==> src/rtl/icache_refill_axi.sv <==
// icache_refill_axi: AXI4 read-burst line-fill engine for the instruction cache.
// Takes one miss address, issues a single LINE_WORDS-beat read burst, assembles
// the beats into a line and returns it with a valid/ready handshake.
//
// Ports:
//   clk, rst                         clock, synchronous active-high reset
//   req_valid/req_ready/req_addr     miss request from the icache controller
//   resp_valid/resp_ready            assembled line handshake
//   resp_line, resp_err              line data (word i at [i*DATA_WIDTH +: DATA_WIDTH]), fill error
//   arvalid/arready/araddr/arid/arlen/arsize/arburst   AXI read address channel
//   rvalid/rready/rdata/rresp/rid/rlast                AXI read data channel
//
// Optional feature: define ICACHE_REFILL_WRAP_EN for critical-word-first refill
// (WRAP burst starting at the missing word). Default build uses INCR from line base.
module icache_refill_axi #(
  parameter int unsigned ADDR_WIDTH   = 32,
  parameter int unsigned DATA_WIDTH   = 32,
  parameter int unsigned LINE_WORDS   = 8,
  parameter int unsigned AXI_ID_WIDTH = 4,
  parameter int unsigned FILL_ID      = 0
) (
  input  logic                             clk,
  input  logic                             rst,
  input  logic                             req_valid,
  output logic                             req_ready,
  input  logic [ADDR_WIDTH-1:0]            req_addr,
  output logic                             resp_valid,
  input  logic                             resp_ready,
  output logic [LINE_WORDS*DATA_WIDTH-1:0] resp_line,
  output logic                             resp_err,
  output logic                             arvalid,
  input  logic                             arready,
  output logic [ADDR_WIDTH-1:0]            araddr,
  output logic [AXI_ID_WIDTH-1:0]          arid,
  output logic [7:0]                       arlen,
  output logic [2:0]                       arsize,
  output logic [1:0]                       arburst,
  input  logic                             rvalid,
  output logic                             rready,
  input  logic [DATA_WIDTH-1:0]            rdata,
  input  logic [1:0]                       rresp,
  input  logic [AXI_ID_WIDTH-1:0]          rid,
  input  logic                             rlast
);

  localparam int unsigned BEAT_BYTES_LOG = $clog2(DATA_WIDTH / 8);
  localparam int unsigned LINE_BYTES_LOG = $clog2(LINE_WORDS * DATA_WIDTH / 8);
  localparam int unsigned CNT_W          = $clog2(LINE_WORDS);
  localparam int unsigned LINE_W         = LINE_WORDS * DATA_WIDTH;

  localparam logic [1:0] IDLE = 2'd0;
  localparam logic [1:0] ADDR = 2'd1;
  localparam logic [1:0] DATA = 2'd2;
  localparam logic [1:0] DONE = 2'd3;

  localparam logic [CNT_W-1:0] LAST_CNT = CNT_W'(LINE_WORDS - 1);

`ifdef ICACHE_REFILL_WRAP_EN
  localparam logic [ADDR_WIDTH-1:0] BEAT_MASK = ~ADDR_WIDTH'((1 << BEAT_BYTES_LOG) - 1);
`else
  localparam logic [ADDR_WIDTH-1:0] LINE_MASK = ~ADDR_WIDTH'((1 << LINE_BYTES_LOG) - 1);
`endif

  logic [1:0]            state_q, state_d;
  logic [ADDR_WIDTH-1:0] addr_q, addr_d;
  logic [CNT_W-1:0]      cnt_q, cnt_d;
  logic [CNT_W-1:0]      start_q, start_d;
  logic [LINE_W-1:0]     line_q, line_d;
  logic                  err_q, err_d;
  logic                  req_ready_q, arvalid_q, rready_q, resp_valid_q;

  logic [CNT_W-1:0]      widx;
  logic                  beat;
  logic                  last_beat;
  logic                  unused_sig;

  // Destination word wraps inside the line using only the counter-width bits.
  assign widx      = start_q + cnt_q;
  assign beat      = rvalid & rready_q;
  assign last_beat = (cnt_q == LAST_CNT);
  assign unused_sig = ^{rid, rresp[0]};

  // State and datapath registers.
  always_ff @(posedge clk) begin
    if (rst) begin
      state_q      <= IDLE;
      addr_q       <= '0;
      cnt_q        <= '0;
      start_q      <= '0;
      line_q       <= '0;
      err_q        <= 1'b0;
      req_ready_q  <= 1'b1;
      arvalid_q    <= 1'b0;
      rready_q     <= 1'b0;
      resp_valid_q <= 1'b0;
    end else begin
      state_q      <= state_d;
      addr_q       <= addr_d;
      cnt_q        <= cnt_d;
      start_q      <= start_d;
      line_q       <= line_d;
      err_q        <= err_d;
      req_ready_q  <= (state_d == IDLE);
      arvalid_q    <= (state_d == ADDR);
      rready_q     <= (state_d == DATA);
      resp_valid_q <= (state_d == DONE);
    end
  end

  // Next-state and datapath update.
  always_comb begin
    state_d = state_q;
    addr_d  = addr_q;
    cnt_d   = cnt_q;
    start_d = start_q;
    line_d  = line_q;
    err_d   = err_q;
    case (state_q)
      IDLE: begin
        if (req_valid) begin
          state_d = ADDR;
`ifdef ICACHE_REFILL_WRAP_EN
          addr_d  = req_addr & BEAT_MASK;
          start_d = req_addr[LINE_BYTES_LOG-1:BEAT_BYTES_LOG];
`else
          addr_d  = req_addr & LINE_MASK;
          start_d = '0;
`endif
        end
      end
      ADDR: begin
        if (arready) begin
          state_d = DATA;
          cnt_d   = '0;
        end
      end
      DATA: begin
        if (beat) begin
          for (int unsigned i = 0; i < LINE_WORDS; i++) begin
            if (widx == CNT_W'(i)) line_d[i*DATA_WIDTH +: DATA_WIDTH] = rdata;
          end
          // Sticky error: slave error or rlast disagreeing with the beat count.
          err_d = err_q | rresp[1] | (rlast != last_beat);
          cnt_d = cnt_q + CNT_W'(1);
          if (last_beat) state_d = DONE;
        end
      end
      DONE: begin
        if (resp_ready) begin
          state_d = IDLE;
          err_d   = 1'b0;
        end
      end
      default: state_d = IDLE;
    endcase
  end

  assign req_ready  = req_ready_q;
  assign arvalid    = arvalid_q;
  assign rready     = rready_q;
  assign resp_valid = resp_valid_q;
  assign resp_line  = line_q;
  assign resp_err   = err_q;
  assign araddr     = addr_q;
  assign arid       = AXI_ID_WIDTH'(FILL_ID);
  assign arlen      = 8'(LINE_WORDS - 1);
  assign arsize     = 3'(BEAT_BYTES_LOG);
`ifdef ICACHE_REFILL_WRAP_EN
  assign arburst    = 2'b10;
`else
  assign arburst    = 2'b01;
`endif

endmodule

==> config.mk <==
export PLATFORM = sky130hd
export DESIGN_NAME = icache_refill_axi
export DESIGN_NICKNAME = d
export VERILOG_FILES = /design/src/rtl/icache_refill_axi.sv
export SDC_FILE = /design/constraint.sdc
export NUM_CORES = 1
export LEC_CHECK = 0
export ABC_AREA = 1
export BUFFER_PORTS_ARGS = -buffer_cell sky130_fd_sc_hd__buf_4
export CORE_MARGIN = 2
export CORE_UTILIZATION = 44
export DETAILED_ROUTE_END_ITERATION = 8
export PLACE_DENSITY = 0.83
export REMOVE_ABC_BUFFERS = 1
export SLEW_MARGIN = 20
export SYNTH_ARGS = -nofsm -noshare
export SYNTH_HDL_FRONTEND = slang
export SYNTH_SLANG_ARGS = --single-unit
==> constraint.sdc <==
create_clock -name clk -period 1.8 [get_ports clk]
set_input_delay 0.18 -clock clk [delete_from_list [all_inputs] [get_ports clk]]
set_output_delay 0.18 -clock clk [all_outputs]
set_load 0.01 [all_outputs]
==> results.txt <==
status = finished, final reports clean
slew margin rel. = 0.6615
slowest stage delay, CP = 0.55 ns
Initial Util = 0.4499
CP Launch Type = flip-flop
Sink Count = 293
Layout Cells excl Fill = 2280
cells after synthesis = 1556
Peak VDD IR = 0.7294 mV
chip width = 167.7 um
vias in the first global route = 11303
flops & latches, synth = 293
worst hold slack = 0.05634 ns
max cap viols = 0
full die area = 28120 um^2
synthesized area = 11790 um^2
crit end category = flip-flop
Area Growth Syn to Fin = 37.94%
Seq/Total Area, Yosys = 0.4975
Core Util, Final = 0.6206
Post-synth EDFFs = 0
Fin Clk Skew = 0.009760 ns
met1 wire length = 14110 um
Max Clock Freq = 579.0 MHz
R2R Setup Slk = 0.07 ns
Crit Path Class = reg2reg
Yosys cell types = 23
vias per cell = 5.243
slowest cell on the critical path = dlygate4sd3_1
routed via count = 11955
Worst-Skew Late Latency = 0.56 ns
clock tree from TritonCTS = built
initial drt markers = 1097
Nets = 2003
final worst setup slack = 0.07275 ns
Global Route Usage Sum = 0.2485
root buf cell = clkbuf_16
most common flop cell mapped by yosys = dfxtp_1
IO Count = 387
drt pass-1 iters = 5
Site Rows = 59
arrival time of the worst setup path = 2.16 ns
CTS clk-pin slew, worst paths = 0.06 ns
drt drc = 0
post-route antenna net violation count = 0
gpl congestion = 0.8224
commonest non-fill, non-tap cell in the layout = buf_4
PwrDens = 862.8 nW/um^2
IO Port Bufs = 354
worst slew pin tran = 0.5077 ns
final WL = 36710 um
grt total ovfl = 0
met3 wire len = 3225 um
design area = 16260 um^2
Synth area leader = dfxtp_1
layout cell share with drive strength beyond 1 = 0.2474
deepest clock path buffer count = 3
Final setup viols = 0
crit share post-route = 0.9596
htree depth = 1
Worst Hold Class = in2reg
Hold Vio Cnt, Final = 0
crit-path cells = ha_2 -> ha_2 -> a21oi_1 -> o21ai_1 -> nand2_1 -> a21oi_1 -> dlygate4sd3_1
Die Ht = 167.7 um
core area = 26210 um^2
main area contributors after synthesis = dfxtp_1, nor2_1, a21oi_1
Final min period = 1.727 ns
Syn. warnings = 0
Placed Instances = 2162
Synth top area share = 0.4975
Place WS = 0.04881 ns
Synth async-reset ratio = 0
Leak Pwr = 7.274 nW
Total Negative Setup Slacks = 0 ns
max-slew violations = 0
unrepaired setup endpoints after global routing = no
commonest cells after routing, fill and taps aside = buf_4, nor2_1, dfxtp_1
Post-CTS Setup Repair Bufs = 0
overall power = 14.03 mW
WP data required = 2.23 ns
TritonCTS Buffers = 30
initial antenna violation count = 0
DR WL/cell = 16.10 um
Mapped Avg Cell Area = 7.577 um^2
met2 WL = 17570 um
worst-path maximum fanout = 4
Top Metal Used = met4
largest net degree at the start of global routing = 69
first-pass GRT wire length = 57590 um
DP Wirelength = 23260 um
DP Area = 14630 um^2
-- area by class of cell --
| type | count | area (um^2) |
|---|---|---|
| antenna | 1 | 2.502 |
| clock buffer | 45 | 898.4 |
| clock inverter | 11 | 107.6 |
| fill | 2098 | 9943 |
| inverter | 51 | 211.5 |
| multi-input combinational | 1082 | 4910 |
| sequential | 293 | 5868 |
| tap | 335 | 419.2 |
| timing repair buffer | 462 | 3846 |
-- final timing paths --
kind	startpoint	to	cells after the start
hold / removal	req_valid	req_ready$_SDFF_PP1_	4
setup / recovery	cnt_q[0]$_SDFFE_PP0P_	resp_err$_SDFFE_PP0P_	7
setup reg to reg	cnt_q[0]$_SDFFE_PP0P_	resp_err$_SDFFE_PP0P_	7
hold reg to reg	resp_line[205]$_SDFFE_PP0P_	resp_line[205]$_SDFFE_PP0P_	2
-- cell families after synthesis --
family                   after synthesis  share of synthesized area
other                                  2                  0.0006370
flip-flops                           293                     0.4975
AO/OA/AOI/OAI                        322                     0.1405
buffers and inverters                201                    0.09349
adder cells (fa/ha/maj)                6                   0.006367
AND/OR/NAND/NOR                      732                     0.2615
-- synth_stat cells, types with 2 or more instances --
master	count
nand3_1	198
buf_2	55
dfxtp_1	293
buf_6	24
buf_1	12
inv_2	3
inv_1	45
buf_4	25
a21oi_1	216
o21ai_0	84
ha_1	6
nor2_1	320
clkinv_1	2
nand2_1	205
conb_1	2
clkbuf_1	34
a21oi_2	12
nor3_4	6
o21ai_1	10
-- routing by layer --
metal	global-route usage	up-vias
met1	0.2952	5514
met3	0.05838	116
met5	0	-
met4	0.1270	0
met2	0.4209	560
li1	-	5765
-- repair_timing --
| item | CTS | global route |
|---|---|---|
| gates resized for setup | 0 | 7 |
| hold buffers | 61 | 0 |
| endpoints found under the setup margin | 0 | 50 |
| endpoints found under the hold margin | 86 | 0 |
-- power by group --
group / total (mW) / internal (mW) / switching [mW] / leakage, nW
clock: 6.31 / 3.71 / 2.59 / 0.500
combinational: 1.12 / 0.446 / 0.678 / 4.41
sequential: 6.60 / 6.56 / 0.0420 / 2.37
-- sequential cells by signal (all words and copies together), names as in the netlist --
register / count
resp_valid: 1
state_q: 2
resp_line: 256
rready: 1
cnt_q: 3
arvalid: 1
req_ready: 1
araddr: 27
resp_err: 1
-- critical path: cells and delay by family, from the launching register on --
kind	cells	cell delay, ns
buf+inv	1	0.55
fa+ha+maj	2	0.39
compound gates	3	0.26
simple gates	1	0.06
flops	1	0.34
Note: power is estimated with default switching activity, not from simulation.
